<file path="config.mk">
export PLATFORM = sky130hd
export DESIGN_NAME = xor_slice_arbiter
export DESIGN_NICKNAME = d
export VERILOG_FILES = /design/src/rtl/xor_slice_arbiter.sv
export SDC_FILE = /design/constraint.sdc
export NUM_CORES = 1
export LEC_CHECK = 0
export CAP_MARGIN = 20
export CORE_MARGIN = 1
export CORE_UTILIZATION = 46
export DETAILED_ROUTE_END_ITERATION = 16
export PLACE_DENSITY = 0.81
export SLEW_MARGIN = 20
export SYNTH_ARGS = -nofsm -noshare
export SYNTH_HDL_FRONTEND = slang
export SYNTH_SLANG_ARGS = --single-unit
</file>
<file path="constraint.sdc">
create_clock -name CLK -period 3.4 [get_ports CLK]
set_clock_uncertainty 0.1 [all_clocks]
set_input_delay 0.85 -clock CLK [delete_from_list [all_inputs] [get_ports CLK]]
set_output_delay 0.85 -clock CLK [all_outputs]
set_load 0.02 [all_outputs]
</file>
<file path="src/rtl/xor_slice_arbiter.sv">
// Round-robin arbiter that time-shares one SLICE-wide XOR package among NREQ
// requesters, streaming each WIDTH-bit operand pair through it LSB slice first.
module xor_slice_arbiter #(
  parameter int NREQ  = 3,
  parameter int WIDTH = 12,
  parameter int SLICE = 4
) (
  input  logic                    CLK,
  input  logic                    RST_N,
  input  logic [NREQ-1:0]         REQ,
  input  logic [NREQ*WIDTH-1:0]   REQ_A,
  input  logic [NREQ*WIDTH-1:0]   REQ_B,
  output logic [NREQ-1:0]         GNT,
  output logic [NREQ-1:0]         DONE,
  output logic [WIDTH-1:0]        Y,
  output logic                    BUSY,
  output logic [SLICE-1:0]        GA,
  output logic [SLICE-1:0]        GB,
  input  logic [SLICE-1:0]        GY
);

  localparam int NSLICE = WIDTH / SLICE;
  localparam int IDXW   = (NREQ > 1) ? $clog2(NREQ) : 1;
  localparam int KW     = (NSLICE > 1) ? $clog2(NSLICE) : 1;

  typedef enum logic [1:0] {
    S_IDLE = 2'd0,
    S_RUN  = 2'd1,
    S_FIN  = 2'd2
  } state_t;

  state_t            state_q, state_d;
  logic [KW-1:0]     k_q, k_d;
  logic [WIDTH-1:0]  opa_q, opa_d;
  logic [WIDTH-1:0]  opb_q, opb_d;
  logic [WIDTH-1:0]  acc_q, acc_d;
  logic [WIDTH-1:0]  y_q, y_d;
  logic [NREQ-1:0]   gnt_q, gnt_d;
  logic [NREQ-1:0]   done_q, done_d;
  logic [IDXW-1:0]   last_q, last_d;
  logic [IDXW-1:0]   idx_q, idx_d;
  logic [IDXW-1:0]   sel_s;
  logic              found_s;
  logic [SLICE-1:0]  ga_s, gb_s;

  // Round-robin pick: first requester above the last winner, wrapping.
  always_comb begin
    found_s = 1'b0;
    sel_s   = last_q;
    for (int off = 1; off <= NREQ; off++) begin
      int cand;
      cand = (int'(last_q) + off) % NREQ;
      if (!found_s && REQ[cand]) begin
        found_s = 1'b1;
        sel_s   = IDXW'(cand);
      end else begin
        found_s = found_s;
      end
    end
  end

  // Next-state and datapath decode; package pins are only driven during RUN.
  always_comb begin
    state_d = state_q;
    k_d     = k_q;
    opa_d   = opa_q;
    opb_d   = opb_q;
    acc_d   = acc_q;
    y_d     = y_q;
    gnt_d   = gnt_q;
    done_d  = '0;
    last_d  = last_q;
    idx_d   = idx_q;
    ga_s    = '0;
    gb_s    = '0;
    case (state_q)
      S_IDLE: begin
        if (found_s) begin
          state_d        = S_RUN;
          idx_d          = sel_s;
          opa_d          = REQ_A[sel_s*WIDTH +: WIDTH];
          opb_d          = REQ_B[sel_s*WIDTH +: WIDTH];
          gnt_d          = '0;
          gnt_d[sel_s]   = 1'b1;
          k_d            = '0;
          acc_d          = '0;
        end else begin
          gnt_d = '0;
        end
      end
      S_RUN: begin
        ga_s = opa_q[k_q*SLICE +: SLICE];
        gb_s = opb_q[k_q*SLICE +: SLICE];
        acc_d[k_q*SLICE +: SLICE] = GY;
        if (k_q == KW'(NSLICE - 1)) begin
          // Final slice is merged straight into Y so it does not wait a cycle.
          y_d     = acc_d;
          last_d  = idx_q;
          done_d  = gnt_q;
          state_d = S_FIN;
        end else begin
          k_d = k_q + {{(KW-1){1'b0}}, 1'b1};
        end
      end
      S_FIN: begin
        gnt_d   = '0;
        state_d = S_IDLE;
      end
      default: begin
        gnt_d   = '0;
        state_d = S_IDLE;
      end
    endcase
  end

  // State registers with synchronous active-low reset.
  always_ff @(posedge CLK) begin
    if (!RST_N) begin
      state_q <= S_IDLE;
      k_q     <= '0;
      opa_q   <= '0;
      opb_q   <= '0;
      acc_q   <= '0;
      y_q     <= '0;
      gnt_q   <= '0;
      done_q  <= '0;
      last_q  <= IDXW'(NREQ - 1);
      idx_q   <= '0;
    end else begin
      state_q <= state_d;
      k_q     <= k_d;
      opa_q   <= opa_d;
      opb_q   <= opb_d;
      acc_q   <= acc_d;
      y_q     <= y_d;
      gnt_q   <= gnt_d;
      done_q  <= done_d;
      last_q  <= last_d;
      idx_q   <= idx_d;
    end
  end

  assign GNT  = gnt_q;
  assign DONE = done_q;
  assign Y    = y_q;
  assign BUSY = (state_q != S_IDLE);
  assign GA   = ga_s;
  assign GB   = gb_s;

endmodule

</file>
Word-level counts from Yosys, hierarchy flattened

Cells that the tools add are included.
W data, S select, Z words.

Add/subtract/negate cells: 5
Reduce and logical (&&, ||, !) cells: 14
Shift-type cells: 6
$mul: 1
Muxes and demuxes: 30
Magnitude comparators: 5
Equality and inequality tests: 5
Divide/modulo/power cells: 3

Operators with widths:

| kind                      | number |
|---|---|
| $lt A32 B4 Y1 const B     | 3 |
| $mod A32 B3 Y32 const B   | 3 |
| $shiftx A36 B7 Y12        | 2 |
| $neg A4 Y34               | 1 |
| $shift A4 B34 Y12 const A | 1 |
| $shiftx A4 B34 Y12        | 1 |
| $pmux W12 S2              | 1 |
| $shiftx A12 B5 Y4         | 2 |
| $mux W2                   | 7 |
| $bwmux W12                | 1 |
| $mux W12                  | 1 |
| $mux W1                   | 10 |
| $mux W4                   | 2 |
| $pmux W2 S2               | 2 |
| $reduce_and A2 Y1         | 4 |
| $add A2 B2 Y3 const B     | 2 |
| $bmux W1 S2               | 3 |
| $ne A2 B2 Y1 const B      | 3 |
| $pmux W3 S2               | 1 |
| $reduce_and A3 Y1         | 2 |
| $mul A2 B2 Y4 const B     | 1 |
| $reduce_bool A2 Y1        | 2 |
| $add A2 B1 Y3 const B     | 1 |
| $logic_and A1 B1 Y1       | 3 |
| other kinds (9)           | 10 |

Output and inout bits: 27
Register bits: 62
Logic and storage cells: 79
Input bits: 81

Longest topological paths before layout

Depth in word-level cells: 18
Gate-level depth with buffers: 10
Depth with buffers taken out: 8

Worst setup path after synthesis

No wires, ideal clock.

Path type: register to register
From: register last_q[0]
To: register opa_q[3]
Path buffers: 2
Stages on the path, launching flop included: 11
Setup time: 138 ps
Setup slack: 988 ps
Arrival: 2174 ps
Cells stage by stage: dfxtp_1 inv_1 ha_1 buf_2 nand3b_1 o21a_1 o311ai_2 a2bb2oi_4 buf_6 mux2i_1 o221ai_1

Longest elaborated chain between the ends: 14
Elaborated cells on any way between the ends: 28
Those cells by class: add/sub (3); mul (1); div (3); shift (1); mux (15); reduce/logical (5)

RTL lines:

| element                                    | line | source |
|---|---|---|
| from (decl)                                | 40   | `logic [IDXW-1:0] last_q, last_d;` |
| from (signal assigned)                     | 127  | `last_q <= IDXW'(NREQ - 1);` |
| from (signal assigned)                     | 138  | `last_q <= last_d;` |
| $add A2 B1 Y3                              | 52   | `cand = (int'(last_q) + off) % NREQ;` |
| $mod A32 B3 Y32                            | 52   |  |
| $bmux W1 S2                                | 53   | `if (!found_s && REQ[cand]) begin` |
| $mux W1 (implied by the code) (2 in a row) | 53   |  |
| $mux W1                                    | 53   |  |
| $logic_not A1 Y1                           | 53   |  |
| $logic_and A1 B1 Y1                        | 53   |  |
| $mux W1                                    | 53   |  |
| $logic_not A1 Y1                           | 53   |  |
| $logic_and A1 B1 Y1                        | 53   |  |
| $mux W2                                    | 53   |  |
| $mul A2 B2 Y4                              | 81   | `opa_d = REQ_A[sel_s*WIDTH +: WIDTH];` |
| $shiftx A36 B7 Y12                         | 81   |  |
| to (signal assigned)                       | 132  | `opa_q <= opa_d;` |
| to (decl)                                  | 34   | `logic [WIDTH-1:0] opa_q, opa_d;` |

Several ways; a longest one is shown, not always the timed one. The select of a mux whose other input is x is not followed.
A chain may end at the register's enable or synchronous reset.

Worst setup path after layout

From: register state_q[0]
To: output port GB[0]

Longest elaborated chain between the ends: 2

RTL lines:

| element                | line | source |
|---|---|---|
| from (decl)            | 32   | `state_t state_q, state_d;` |
| from (signal assigned) | 130  | `state_q <= state_d;` |
| $eq A2 B1 Y1           | 76   | `case (state_q)` |
| $mux W4                | 76   |  |
| to (decl)              | 18   | `output logic [SLICE-1:0] GB,` |

No other way between the ends.

==> flow_summary.json <==
{
  "antenna_found_initial": 0,
  "hold_start": "idx_q[0]",
  "critPathKind": "reg -> out",
  "grt_max_degree": 32,
  "wirelength_mm": 8.13,
  "gp_congestion": 0.881,
  "diodes": 0,
  "cts-htree-levels": 3,
  "finalSetupViolCount": 0,
  "cts_tree": "yes",
  "synth_nets": 473,
  "min_period_ns": 3.02,
  "pin_count": 108,
  "firstDrtPassIters": 4,
  "dpl-instance-area_sq_um": 4310,
  "max_stage_delay_ns": 0.65,
  "fillers": 518,
  "endpoint_kind": "primary output",
  "first_global_vias": 2963,
  "die_h_um": 85.2,
  "ys.flop_type": "dfxtp_1",
  "syn_avg_cell_area_sq_um": 8.32,
  "startpoint": "state_q[0]",
  "cts_root_buf": "clkbuf_8",
  "async_flop_share": 0,
  "rows": 29,
  "ys_seq_area_frac": 0.389,
  "rrSetupSlack_ns": 0.76,
  "viasPerCell": 5.43,
  "slew_violations": 0,
  "syn-cell-area_sq_um": 3190,
  "core_sq_um": 6530,
  "fin_nets": 576,
  "p_leak_nw": 1.83,
  "initial_core_util": 0.488,
  "ant_nets": 0,
  "final_cell_mix": "107 x clkdlybuf4s50_1, 62 x nor2_1, 61 x dfxtp_1, 36 x nand2_1, 36 x mux2i_1",
  "drc": 0,
  "rsz0062_at_grt": "no",
  "final_common_cell": "clkdlybuf4s50_1",
  "fin_crit_sh": 0.887,
  "overflow": 0,
  "via_count": 3086,
  "peakVddDrop_v": 0.000285,
  "register_area_sq_um": 1240,
  "drive_gt1_frac": 0.0570,
  "worst-path-buf-inv": 1,
  "worstPathRequired_ns": 2.45,
  "slowest_stage": "clkdlybuf4s50_1",
  "crit_fanout": 20,
  "netlist-cell-type-count": 40,
  "routedWlPerCell_um": 14.3,
  "die_x_um": 85.2,
  "area_growth_pct": 43.3,
  "setup.worst_path.start_class": "flop",
  "clock_latency_ns": 0.33,
  "cap_viol_max_count": 0,
  "cp_top_family": "simple AND/OR/NAND/NOR gates",
  "power_density_nw_per_um2": 434,
  "path_clk_slew_ns": 0.06,
  "status": "completed",
  "grt_usage": 0.236,
  "maxSlewHeadroom": 0.531,
  "r2r_start": "last_q[0]",
  "power.total_mw": 1.98,
  "dieArea_sq_um": 7270,
  "final_area_sq_um": 4570,
  "arrival_ns": 2.07,
  "ys_ff_latch": 62,
  "hpwl_mm": 5.94,
  "netlist_instances": 383,
  "multi_input_area_sq_um": 1720,
  "io_buffers": 107,
  "fin_setup_tns_ns": 0,
  "cts_buffers": 9,
  "fmax_mhz": 332,
  "grt_pass1_wl_mm": 13.5,
  "clk_path_buf_depth": 2,
  "yosysWarnings": 0,
  "hold_violations": 0,
  "tightest_slew_ns": 0.702,
  "hp-class": "reg -> reg",
  "first_iter_violations": 213,
  "cts.sinks": 62,
  "synth_edf_count": 0,
  "worstPathCellList": "nand2_1 > nor2_1 > clkdlybuf4s50_1"
}
[where the power goes]
group | total (mW) | switching [mW] | internal, mW
Combinational | 0.373 | 0.176 | 0.197
Sequential | 0.801 | 0.0298 | 0.771
Clock | 0.808 | 0.281 | 0.527
[tightest hold or removal path, cell delays in order (launching register included)]
cell     delay (ns)
dfxtp_1        0.31
nand2_1        0.06
a21oi_1        0.05
[layout make-up]
class / instances / share of cell area
Inverter: 31 / 0.0255
Timing Repair Buffer: 114 / 0.249
Clock inverter: 5 / 0.0230
Multi-Input combinational cell: 268 / 0.377
Clock buffer: 11 / 0.0331
Sequential cell: 62 / 0.272
Tap cell: 77 / 0.0211
[synth_stat cells, drive strengths merged (2+ instances only)]
master   n  area, sq um
ha       9          113
and3     4         25.0
nor2b   14         87.6
nand2b   2         12.5
a22oi   11         82.6
a31oi    3         18.8
o211ai   2         15.0
a32o     2         20.0
o21a     3         22.5
mux2i   36          360
a21oi   32          160
inv     31          116
dfxtp   62         1240
nand3b   3         22.5
buf     10         63.8
nor2    62          233
a211oi   2         15.0
clkbuf  12         45.0
o221ai  24          210
o21ai    7         42.5
nand3    3         15.0
nand2   36          135
[metal layers]
metal / track usage / vias to the layer above / part of all wire
met1: 0.284 / 1440 / 0.43
li1: - / 1550 / -
met5: 0 / - / 0
met4: 0.0616 / 0 / 0.012
met2: 0.415 / 87 / 0.51
met3: 0.0671 / 9 / 0.046
[cell families (layout without fill, tap and decap cells)]
family                   Yosys count  count (layout)  share of synthesized area
buffers and inverters             53             161                     0.0707
adder cells (fa/ha/maj)            9               9                     0.0353
flip-flops                        62              62                      0.389
AND/OR/NAND/NOR                  128             128                      0.176
AO/OA/AOI/OAI                     95              95                      0.215
multiplexers                      36              36                      0.113
[repair_timing]
action,4_1_cts,5_1_grt
hold buffers,0,0
endpoints found under the hold margin,0,0
endpoints found under the setup margin,0,3
buffers inserted,0,0
gates resized for setup,0,1
[sequential cells by signal (all words and copies together), names as in the netlist]
name     count
acc_q       12
opb_q       12
idx_q        2
state_q      2
DONE         3
k_q          2
opa_q       12
GNT          3
last_q       2
Y           12
[per-stage QoR]
step / util / cells / setup WS, ns / hold WS [ns]
final: 0.699 / 568 / 0.385 / 0.366
after global routing: 0.699 / 568 / 0.235 / 0.387
after detailed placement: 0.660 / 552 / 0.375 / 0.349
after floorplan: - / 383 / 0.988 / 0.332
after CTS: 0.699 / 568 / 0.131 / 0.364
after global placement: 0.660 / 552 / 0.421 / 0.345
[worst paths after layout]
path                to  cells past startpoint
min          last_q[0]                      2
max              GB[0]                      3
min reg2reg  last_q[0]                      2
max reg2reg   opa_q[1]                      9
No activity file was read; power rests on OpenSTA's default activity.
